==> src/rtl/id_ex_pipeline_register.sv <==
// ============================================================================
// Module   : id_ex_pipeline_register
// Purpose  : ID->EX pipeline register with bubble insertion, hold and sticky halt drain.
//            Optional performance counters are enabled by defining ID_EX_PERF_CNT_EN.
// Revision : 1.0 - initial release
// ============================================================================
`default_nettype none

module id_ex_pipeline_register #(
  parameter int XLEN       = 32,
  parameter int REG_ADDR_W = 5,
  parameter int CNT_W      = 32
) (
  input  logic                  clk,
  input  logic                  reset,
  input  logic                  id_valid,
  input  logic                  id_bubble,
  input  logic                  ex_hold,
  input  logic [XLEN-1:0]       id_pc,
  input  logic [XLEN-1:0]       id_rs1_data,
  input  logic [XLEN-1:0]       id_rs2_data,
  input  logic [XLEN-1:0]       id_imm,
  input  logic [REG_ADDR_W-1:0] id_rs1,
  input  logic [REG_ADDR_W-1:0] id_rs2,
  input  logic [REG_ADDR_W-1:0] id_rd,
  input  logic [3:0]            id_alu_ctrl,
  input  logic                  id_alu_src,
  input  logic                  id_mem_read,
  input  logic                  id_mem_write,
  input  logic                  id_mem_to_reg,
  input  logic                  id_reg_write,
  input  logic                  id_is_halted,
  output logic                  ex_valid,
  output logic [XLEN-1:0]       ex_pc,
  output logic [XLEN-1:0]       ex_rs1_data,
  output logic [XLEN-1:0]       ex_rs2_data,
  output logic [XLEN-1:0]       ex_imm,
  output logic [REG_ADDR_W-1:0] ex_rs1,
  output logic [REG_ADDR_W-1:0] ex_rs2,
  output logic [REG_ADDR_W-1:0] ex_rd,
  output logic [3:0]            ex_alu_ctrl,
  output logic                  ex_alu_src,
  output logic                  ex_mem_read,
  output logic                  ex_mem_write,
  output logic                  ex_mem_to_reg,
  output logic                  ex_reg_write,
  output logic                  ex_is_halted,
  output logic                  halt_latched,
  output logic [CNT_W-1:0]      bubble_cnt,
  output logic [CNT_W-1:0]      issue_cnt
);

  typedef enum logic [0:0] {
    RUN   = 1'b0,
    DRAIN = 1'b1
  } state_t;

  state_t                  state_q;
  logic                    halt_q;
  logic                    valid_q;
  logic [XLEN-1:0]         pc_q, rs1_data_q, rs2_data_q, imm_q;
  logic [REG_ADDR_W-1:0]   rs1_q, rs2_q, rd_q;
  logic [3:0]              alu_ctrl_q;
  logic                    alu_src_q, mem_read_q, mem_write_q, mem_to_reg_q, reg_write_q, is_halted_q;

  logic                    load_bubble_d;
  logic                    reg_write_d;
  logic                    mem_to_reg_d;

  assign load_bubble_d = (state_q == DRAIN) || id_bubble || !id_valid;
  // Writes to x0 are discarded, and a store never writes back.
  assign reg_write_d   = id_reg_write && (id_rd != '0) && !id_mem_write;
  assign mem_to_reg_d  = id_mem_to_reg && !id_mem_write;

  always_ff @(posedge clk) begin
    if (reset) begin
      state_q      <= RUN;
      halt_q       <= 1'b0;
      valid_q      <= 1'b0;
      pc_q         <= '0;
      rs1_data_q   <= '0;
      rs2_data_q   <= '0;
      imm_q        <= '0;
      rs1_q        <= '0;
      rs2_q        <= '0;
      rd_q         <= '0;
      alu_ctrl_q   <= '0;
      alu_src_q    <= 1'b0;
      mem_read_q   <= 1'b0;
      mem_write_q  <= 1'b0;
      mem_to_reg_q <= 1'b0;
      reg_write_q  <= 1'b0;
      is_halted_q  <= 1'b0;
    end else if (!ex_hold) begin
      if (load_bubble_d) begin
        valid_q      <= 1'b0;
        pc_q         <= '0;
        rs1_data_q   <= '0;
        rs2_data_q   <= '0;
        imm_q        <= '0;
        rs1_q        <= '0;
        rs2_q        <= '0;
        rd_q         <= '0;
        alu_ctrl_q   <= '0;
        alu_src_q    <= 1'b0;
        mem_read_q   <= 1'b0;
        mem_write_q  <= 1'b0;
        mem_to_reg_q <= 1'b0;
        reg_write_q  <= 1'b0;
        is_halted_q  <= 1'b0;
      end else begin
        valid_q      <= 1'b1;
        pc_q         <= id_pc;
        rs1_data_q   <= id_rs1_data;
        rs2_data_q   <= id_rs2_data;
        imm_q        <= id_imm;
        rs1_q        <= id_rs1;
        rs2_q        <= id_rs2;
        rd_q         <= id_rd;
        alu_ctrl_q   <= id_alu_ctrl;
        alu_src_q    <= id_alu_src;
        mem_read_q   <= id_mem_read;
        mem_write_q  <= id_mem_write;
        mem_to_reg_q <= mem_to_reg_d;
        reg_write_q  <= reg_write_d;
        is_halted_q  <= id_is_halted;
        // Halt is sticky: only reset returns the stage to RUN.
        if (id_is_halted) begin
          state_q <= DRAIN;
          halt_q  <= 1'b1;
        end
      end
    end
  end

  assign ex_valid      = valid_q;
  assign ex_pc         = pc_q;
  assign ex_rs1_data   = rs1_data_q;
  assign ex_rs2_data   = rs2_data_q;
  assign ex_imm        = imm_q;
  assign ex_rs1        = rs1_q;
  assign ex_rs2        = rs2_q;
  assign ex_rd         = rd_q;
  assign ex_alu_ctrl   = alu_ctrl_q;
  assign ex_alu_src    = alu_src_q;
  assign ex_mem_read   = mem_read_q;
  assign ex_mem_write  = mem_write_q;
  assign ex_mem_to_reg = mem_to_reg_q;
  assign ex_reg_write  = reg_write_q;
  assign ex_is_halted  = is_halted_q;
  assign halt_latched  = halt_q;

`ifdef ID_EX_PERF_CNT_EN
  logic [CNT_W-1:0] bubble_cnt_q;
  logic [CNT_W-1:0] issue_cnt_q;

  // Bubbles forced by DRAIN or an empty decode slot are not load-use bubbles.
  always_ff @(posedge clk) begin
    if (reset) begin
      bubble_cnt_q <= '0;
      issue_cnt_q  <= '0;
    end else if (!ex_hold) begin
      if (load_bubble_d) begin
        if (id_bubble && (state_q == RUN)) begin
          bubble_cnt_q <= bubble_cnt_q + CNT_W'(1);
        end
      end else begin
        issue_cnt_q <= issue_cnt_q + CNT_W'(1);
      end
    end
  end

  assign bubble_cnt = bubble_cnt_q;
  assign issue_cnt  = issue_cnt_q;
`else
  assign bubble_cnt = '0;
  assign issue_cnt  = '0;
`endif

endmodule

`default_nettype wire

==> config.mk <==
export PLATFORM = sky130hd
export DESIGN_NAME = id_ex_pipeline_register
export DESIGN_NICKNAME = d
export VERILOG_FILES = /design/src/rtl/id_ex_pipeline_register.sv
export SDC_FILE = /design/constraint.sdc
export NUM_CORES = 1
export LEC_CHECK = 0
export BUFFER_PORTS_ARGS = -buffer_cell sky130_fd_sc_hd__buf_2
export CAP_MARGIN = 20
export CORE_AREA = 3 3 143 145
export DETAILED_ROUTE_END_ITERATION = 8
export DIE_AREA = 0 0 146 148
export SLEW_MARGIN = 20
export SYNTH_ARGS = -nofsm -noshare
export SYNTH_HDL_FRONTEND = slang
export SYNTH_SLANG_ARGS = --single-unit
==> constraint.sdc <==
create_clock -name clk -period 1.6 [get_ports clk]
set_clock_uncertainty 0.15 [all_clocks]
set_input_delay 0 -clock clk [delete_from_list [all_inputs] [get_ports clk]]
set_output_delay 0 -clock clk [all_outputs]
set_load 0.1 [all_outputs]
# Word level (Yosys, flattened, before mapping)
# Cells that the tools add are included.
[totals]
inputBits = 158
out_inout_bits = 219
register_bits = 155
[op_classes]
bitwise = 2
muxes = 15
n_reduce_logical = 9
[op_table]
columns = ["cell", "n"]
rows = [
  ["2-to-1 mux 32 bit", 4],
  ["2-to-1 mux 5 bit", 3],
  ["2-to-1 mux 1 bit", 7],
  ["nonzero test 5 bit", 1],
  ["2-to-1 mux 4 bit", 1],
  ["logical AND 1 bit", 3],
  ["AND reduction 3 bit", 1],
  ["zero test 1 bit", 2],
  ["logical OR 1 bit", 2],
  ["NOT 1 bit", 2],
]

# Longest topological paths before layout
# Gate-level depths: netlist of run 1.
[depth]
depth_word = 4
mapped_depth = 5
ltp_nobuf = 3

# Worst setup path before layout of run 1
# Ideal clock, no wire load.
[synth_path]
kind = "register to register"
startpoint = "register halt_latched (netlist name)"
endpoint = "register pc_q[0] (netlist: ex_pc[0])"
required_ps = 1322
path_slack_ps = -316
period_less_slack_ps = 1916
arrival_time_ps = 1638
path_stages_with_launch = 6
cell_sequence = "dfxtp_1 nor4b_4 buf_4 buf_4 a22oi_1 nor2_1"
[synth_rtl]
columns = ["item", "line_no", "rtl"]
rows = [
  ["end signal: assignment", "113", "pc_q <= id_pc;"],
  ["end: declaration", "61", "logic [XLEN-1:0] pc_q, rs1_data_q, rs2_data_q, imm_q;"],
]

==> results.sh, run 1 <==
export IMPL_run_status="finished, final reports clean"
export IMPL_worst_slew_margin_rel_pct=51.96
export IMPL_regToRegSetupSlack_ns=0.10
export IMPL_core_rowCount=51
export IMPL_antenna_violating_nets_post_route=0
export IMPL_tritoncts_clock_tree="done"
export IMPL_worstPathMaxFanout=26
export IMPL_core_region_area_mm2=0.01933
export IMPL_wire_length_of_the_first_global_routing_pass_um=30750
export IMPL_crit_required_ns=1.79
export IMPL_clock_latency_of_the_later_clocked_register_in_the_worst_skew_pair_ns=0.41
export IMPL_number_of_cells_produced_by_synthesis=587
export IMPL_post_synth_main_area_contributors="dfxtp_1, a22oi_1, nor2_1"
export IMPL_finalCritPeriodShare_pct=93.69
export IMPL_post_cts_resize_count=0
export IMPL_crit_path_start_kind="flip-flop"
export IMPL_layout_cells_most_common="buf_2"
export IMPL_rsz_0062_raised_after_global_routing="yes"
export IMPL_port_buffers=312
export IMPL_syn_mean_instance_area_um2=9.679
export IMPL_netlist_top_cell_by_area="dfxtp_1"
export IMPL_drt_first_iter_violations=219
export IMPL_crit_end="ex_rs2_data[10]"
export IMPL_tritoncts_num_buffers=17
export IMPL_synth_warning_count=0
export IMPL_routabilityCongestion=0.7461
export IMPL_synth_cell_area_mm2=0.005682
export IMPL_postLayoutSetupSlackWorst_ns=0.1009
export IMPL_crit_reg2reg_launch="halt_latched"
export IMPL_netlist_cell_type_count=16
export IMPL_crit_start="halt_latched"
export IMPL_total_of_max_cap_violations=0
export IMPL_max_clock_freq_mhz=667.1
export IMPL_via_count_of_the_first_global_routing_pass=5901
export IMPL_route_detailed_drc=0
export IMPL_hold_path_depth=5
export IMPL_post_drt_via_cell_ratio=4.451
export IMPL_fin_worst_hold_slack_ns=0.01633
export IMPL_synth_top_cell_area_share_pct=54.61
export IMPL_cts_max_level=4
export IMPL_initial_standard_cell_utilization_of_the_core_pct=29.39
export IMPL_floorplan_io_pins=377
export IMPL_maxSlewViolCount=0
export IMPL_pre_cts_slack_ns=0.1157
export IMPL_routed_wire_length_per_instance_um=14.97
export IMPL_critical_path_max_stage_delay_ns=0.34
export IMPL_synth_seq_cells=155
export IMPL_peakVddDrop_mv=0.7005
export IMPL_p_per_area_mw_per_mm2=1114
export IMPL_cellLeakagePower_nw=4.461
export IMPL_initial_antenna_violation_count=0
export IMPL_gr_usage_total_pct=17.55
export IMPL_tritoncts_num_sinks=155
export IMPL_design_final_nets=1196
export IMPL_chipWidth_um=146
export IMPL_synthToLayoutAreaGrowth_pct=65.40
export IMPL_total_power_w=0.01047
export IMPL_timing_critical_path_cells="nor4b_4, buf_4, buf_12, a22oi_1, nor2_1"
export IMPL_vertical_die_dimension_um=148
export IMPL_timing_hold_violations_final=0
export IMPL_period_minus_slack_ns=1.499
export IMPL_hold_class="primary input to flip-flop"
export IMPL_timing_worst_slew_pin_value_ns=0.7206
export IMPL_critical_path_slowest_cell="dfxtp_2"
export IMPL_dpl_hpwl_um=12200
export IMPL_via_count=5857
export IMPL_buffer_depth_of_the_longest_clock_path=2
export IMPL_reg2reg_to="ex_rs2_data[10]"
export IMPL_post_layout_nonfiller_instances=1316
export IMPL_clock_root_buffer="clkbuf_16"
export IMPL_synth_sequential_area_ratio_pct=54.61
export IMPL_worst_ep_arrival_time_ns=1.69
export IMPL_drive_above_1_share_pct=34.16
export IMPL_floorplan_die_area_mm2=0.02161
export IMPL_grt_max_degree=155
export IMPL_setup_viol=0
export IMPL_final_cell_mix="buf_2, nor2_1, dlygate4sd3_1"
export IMPL_post_route_util_pct=48.61
export IMPL_nFillCells=1786
export IMPL_worst_r2r_cell_count=5
export IMPL_wirelength_um=19700
export IMPL_cts_clk_slew_worst_paths_ns=0.07
export IMPL_place_inst=1128
export IMPL_total_congestion_overflow_after_global_routing=0
export IMPL_drt_pass1_iterations=4
export IMPL_setup_worst_path_end_class="flip-flop"
export IMPL_ant_cells=0
export IMPL_worst_setup_path_type="flip-flop to flip-flop"
[kinds of logic (layout without fill, tap and decap cells)]
group / count (synthesis) / count (layout) / share of synthesized area, %
compound gates: 155 / 155 / 20.39
buf+inv: 116 / 517 / 13.92
flops: 155 / 155 / 54.61
other cells: 1 / 64 / 0.06600
simple gates: 160 / 160 / 11.01
[through the flow]
step / TNS [ns] / area [µm²]
2_1_floorplan: 0 / 5919
6_report: 0 / 9398
3_5_place_dp: 0 / 7238
3_3_place_gp: 0 / 7238
5_1_grt: -0.01105 / 9398
4_1_cts: 0 / 9398
[worst min-delay path by stage]
stage / start / slack [ns] / end
after floorplan: id_is_halted / -0.009 / halt_latched
after CTS: id_valid / 0.002 / ex_reg_write
final: id_valid / 0.02 / ex_reg_write
after detailed placement: id_rs2_data[26] / 0.09 / ex_rs2_data[26]
after global routing: id_valid / 0.03 / ex_reg_write
after global placement: id_rs2_data[12] / 0.08 / ex_rs2_data[12]
[repair_timing]
action	4_1_cts	5_1_grt
setup buffers	0	0
hold buffers	156	0
endpoints found under the setup margin	0	1
hold endpoints to repair	155	0
[cell type report]
cell class                 instances  area, µm²  area share (%)
timing repair buffer             484       3336           35.49
clock inverter                    12      161.4           1.717
multi-input combinational        379       2024           21.54
tap                              265      331.6           3.528
inverter                           1      3.754         0.03994
clock buffer                      20      436.7           4.647
sequential                       155       3104           33.03
[where the power goes]
group	switching [W]	internal (W)
Combinational	0.00175	0.000579
Sequential	0.0000504	0.00395
Clock	0.00166	0.00248
[synth_stat cells, drive strengths merged]
| library cell | n |
|---|---|
| o22ai | 1 |
| a32oi | 1 |
| a21oi | 2 |
| nand2 | 1 |
| nor2 | 156 |
| buf | 89 |
| clkbuf | 26 |
| nor4b | 1 |
| inv | 1 |
| or4 | 1 |
| nand3 | 1 |
| dfxtp | 155 |
| conb | 1 |
| a22oi | 151 |
[per-layer routing]
| metal | track usage [%] | wire, µm | vias to the layer above |
|---|---|---|---|
| met5 | 0 | 0 | - |
| met4 | 7.573 | 545 | 0 |
| met3 | 6.009 | 1680 | 34 |
| met2 | 30.36 | 9881 | 279 |
| met1 | 19.74 | 7590 | 2723 |
| li1 | - | - | 2821 |
[critical path, delay by kind of cell, from the launching register on]
family	cells	cell delay, ns
AOI/OAI and AO/OA	1	0.08
buffers and inverters	2	0.40
DFF	1	0.34
and+or+nand+nor	2	0.45
Power figures use the tool's default switching activity.
==> run 2, diff against run 1 <==
- BUFFER_PORTS_ARGS: -buffer_cell sky130_fd_sc_hd__buf_2 -> not set
- CORE_AREA: 3 3 143 145 -> 3 3 145 147
- DIE_AREA: 0 0 146 148 -> 0 0 148 150
- DONT_BUFFER_PORTS: not set -> 1
- SLEW_MARGIN: 20 -> 10
==> run 2 against run 1 <==
  * Highest routed layer unchanged
  * Sequential share of layout area grew 9.3 points
  * Die area grew 2.7%
  * Hold slack lost 0.51 ns
  * Global-route usage shrank 4.6 points
  * The run now ends with hold timing left
  * Critical path type unchanged
==> results.sh, run 2 (same netlist as run 1, synthesis figures left out) <==
export IMPL_clock_latency_of_the_later_clocked_register_in_the_worst_skew_pair_ns=0.40
export IMPL_clock_root_buffer="clkbuf_16"
export IMPL_chipWidth_um=148
export IMPL_tritoncts_clock_tree="done"
export IMPL_p_per_area_mw_per_mm2=1338
export IMPL_buffer_depth_of_the_longest_clock_path=2
export IMPL_final_cell_mix="buf_4, nor2_1, dfxtp_1"
export IMPL_core_rowCount=52
export IMPL_timing_hold_violations_final=155
export IMPL_cts_max_level=4
export IMPL_total_of_max_cap_violations=0
export IMPL_wirelength_um=15740
export IMPL_floorplan_io_pins=377
export IMPL_hold_class="primary input to flip-flop"
export IMPL_max_clock_freq_mhz=685.1
export IMPL_via_count=4518
export IMPL_summed_negative_setup_slack_over_all_endpoints_ns=0
export IMPL_globalRouteMet1Util_pct=15.41
export IMPL_setup_worst_path_end_class="flip-flop"
export IMPL_period_minus_slack_ns=1.460
export IMPL_via_count_of_the_first_global_routing_pass=4248
export IMPL_route_detailed_drc=0
export IMPL_vertical_die_dimension_um=150
export IMPL_core_region_area_mm2=0.02004
export IMPL_routabilityCongestion=0.7444
export IMPL_critical_path_slowest_cell="dfxtp_2"
export IMPL_groute_layer_met2_usage_pct=20.92
export IMPL_wire_length_of_the_first_global_routing_pass_um=22730
export IMPL_post_cts_resize_count=0
export IMPL_violations_in_the_final_reports="hold timing"
export IMPL_layout_cells_most_common="buf_4"
export IMPL_area_of_the_multi_input_gates_mm2=0.002024
export IMPL_dpl_hpwl_um=10800
export IMPL_nFillCells=2033
export IMPL_place_inst=967
export IMPL_timing_critical_path_cells="nor4b_4, buf_4, buf_12, a32oi_1, nor2_1"
export IMPL_design_final_nets=874
export IMPL_maxSlewViolCount=0
export IMPL_setup_viol=0
export IMPL_total_power_w=0.009814
export IMPL_routed_wire_length_per_instance_um=15.78
export IMPL_synthToLayoutAreaGrowth_pct=29.11
export IMPL_port_buffers=0
export IMPL_finalCritPeriodShare_pct=91.23
export IMPL_regToRegSetupSlack_ns=0.14
export IMPL_worstPathMaxFanout=38
export IMPL_grt_busiest_layer="met2"
export IMPL_ant_cells=0
export IMPL_groute_layer_met3_usage_pct=6.087
export IMPL_post_layout_nonfiller_instances=997
export IMPL_placement_cell_area_mm2=0.006736
export IMPL_tritoncts_num_buffers=17
export IMPL_tritoncts_num_sinks=155
export IMPL_run_status="finished with violations"
export IMPL_drt_first_iter_violations=213
export IMPL_crit_required_ns=1.80
export IMPL_grt_max_degree=157
export IMPL_crit_path_start_kind="flip-flop"
export IMPL_peakVddDrop_mv=0.6133
export IMPL_gr_usage_total_pct=12.98
export IMPL_post_drt_via_cell_ratio=4.532
export IMPL_cts_clk_slew_worst_paths_ns=0.06
export IMPL_initial_antenna_violation_count=0
export IMPL_drt_pass1_iterations=4
export IMPL_drive_above_1_share_pct=26.55
export IMPL_worst_setup_path_type="flip-flop to flip-flop"
export IMPL_register_area_mm2=0.003104
export IMPL_floorplan_die_area_mm2=0.02220
export IMPL_cellLeakagePower_nw=3.131
export IMPL_final_area_mm2=0.007336
export IMPL_rsz_0062_raised_after_global_routing="no"
export IMPL_initial_standard_cell_utilization_of_the_core_pct=28.35
export IMPL_total_congestion_overflow_after_global_routing=0
export IMPL_critical_path_max_stage_delay_ns=0.33
export IMPL_fin_worst_hold_slack_ns=-0.4938
export IMPL_worst_ep_arrival_time_ns=1.66
export IMPL_antenna_violating_nets_post_route=0
==> run 2: cell types whose count changed in the layout (fill, tap and decap cells not counted), sizes merged <==
cell / delta
buf: -166
inv: -4
dlygate4sd3: -156
clkinv: +4
clkinvlp: -2
==> run 2: area by class of cell <==
cell class | instances | area share [%]
Clock buffer | 20 | 6.225
Clock inverter | 10 | 1.944
Inverter | 1 | 0.05117
Multi-Input combinational cell | 379 | 27.60
Sequential cell | 155 | 42.32
Tap cell | 270 | 4.605
Timing Repair Buffer | 162 | 17.26
==> run 2: per-stage QoR <==
step / util (%) / worst slack [ns]
4_1_cts: 36.61 / 0.08873
6_report: 36.61 / 0.1403
5_1_grt: 36.61 / 0.01406
3_3_place_gp: 33.62 / 0.1396
3_5_place_dp: 33.62 / 0.1044
2_1_floorplan: - / 0.02207
==> run 2: path summary, 6_finish.rpt <==
check                           cells past startpoint         start            end
worst max-delay path                                5  halt_latched  ex_mem_to_reg
worst min-delay path                                1         reset      ex_imm[0]
worst max register to register                      5  halt_latched  ex_mem_to_reg
worst min register to register                      2  ex_reg_write   ex_reg_write
==> run 2: where the power goes <==
group	switching, W	internal (W)
logic	0.00148	0.000227
registers	0.0000515	0.00395
clock network	0.00157	0.00253
==> run 2: worst max-delay path: cells and delay by family, from the launching register on <==
kind,cells,cell delay [ns]
flops,1,0.33
compound gates,1,0.13
buf+inv,2,0.40
simple gates,2,0.38
==> run 2: repair_timing <==
action | 4_1_cts | 5_1_grt
setup endpoints to repair | 0 | 0
hold endpoints to repair | 155 | 155
setup buffers | 0 | 0
==> run 2: per-layer routing <==
layer  wire [µm]  vias to the layer above
li1            -                     2169
met1        6273                     2110
met2        7623                      232
met3        1688                        7
met4         150                        0
met5           0                        -
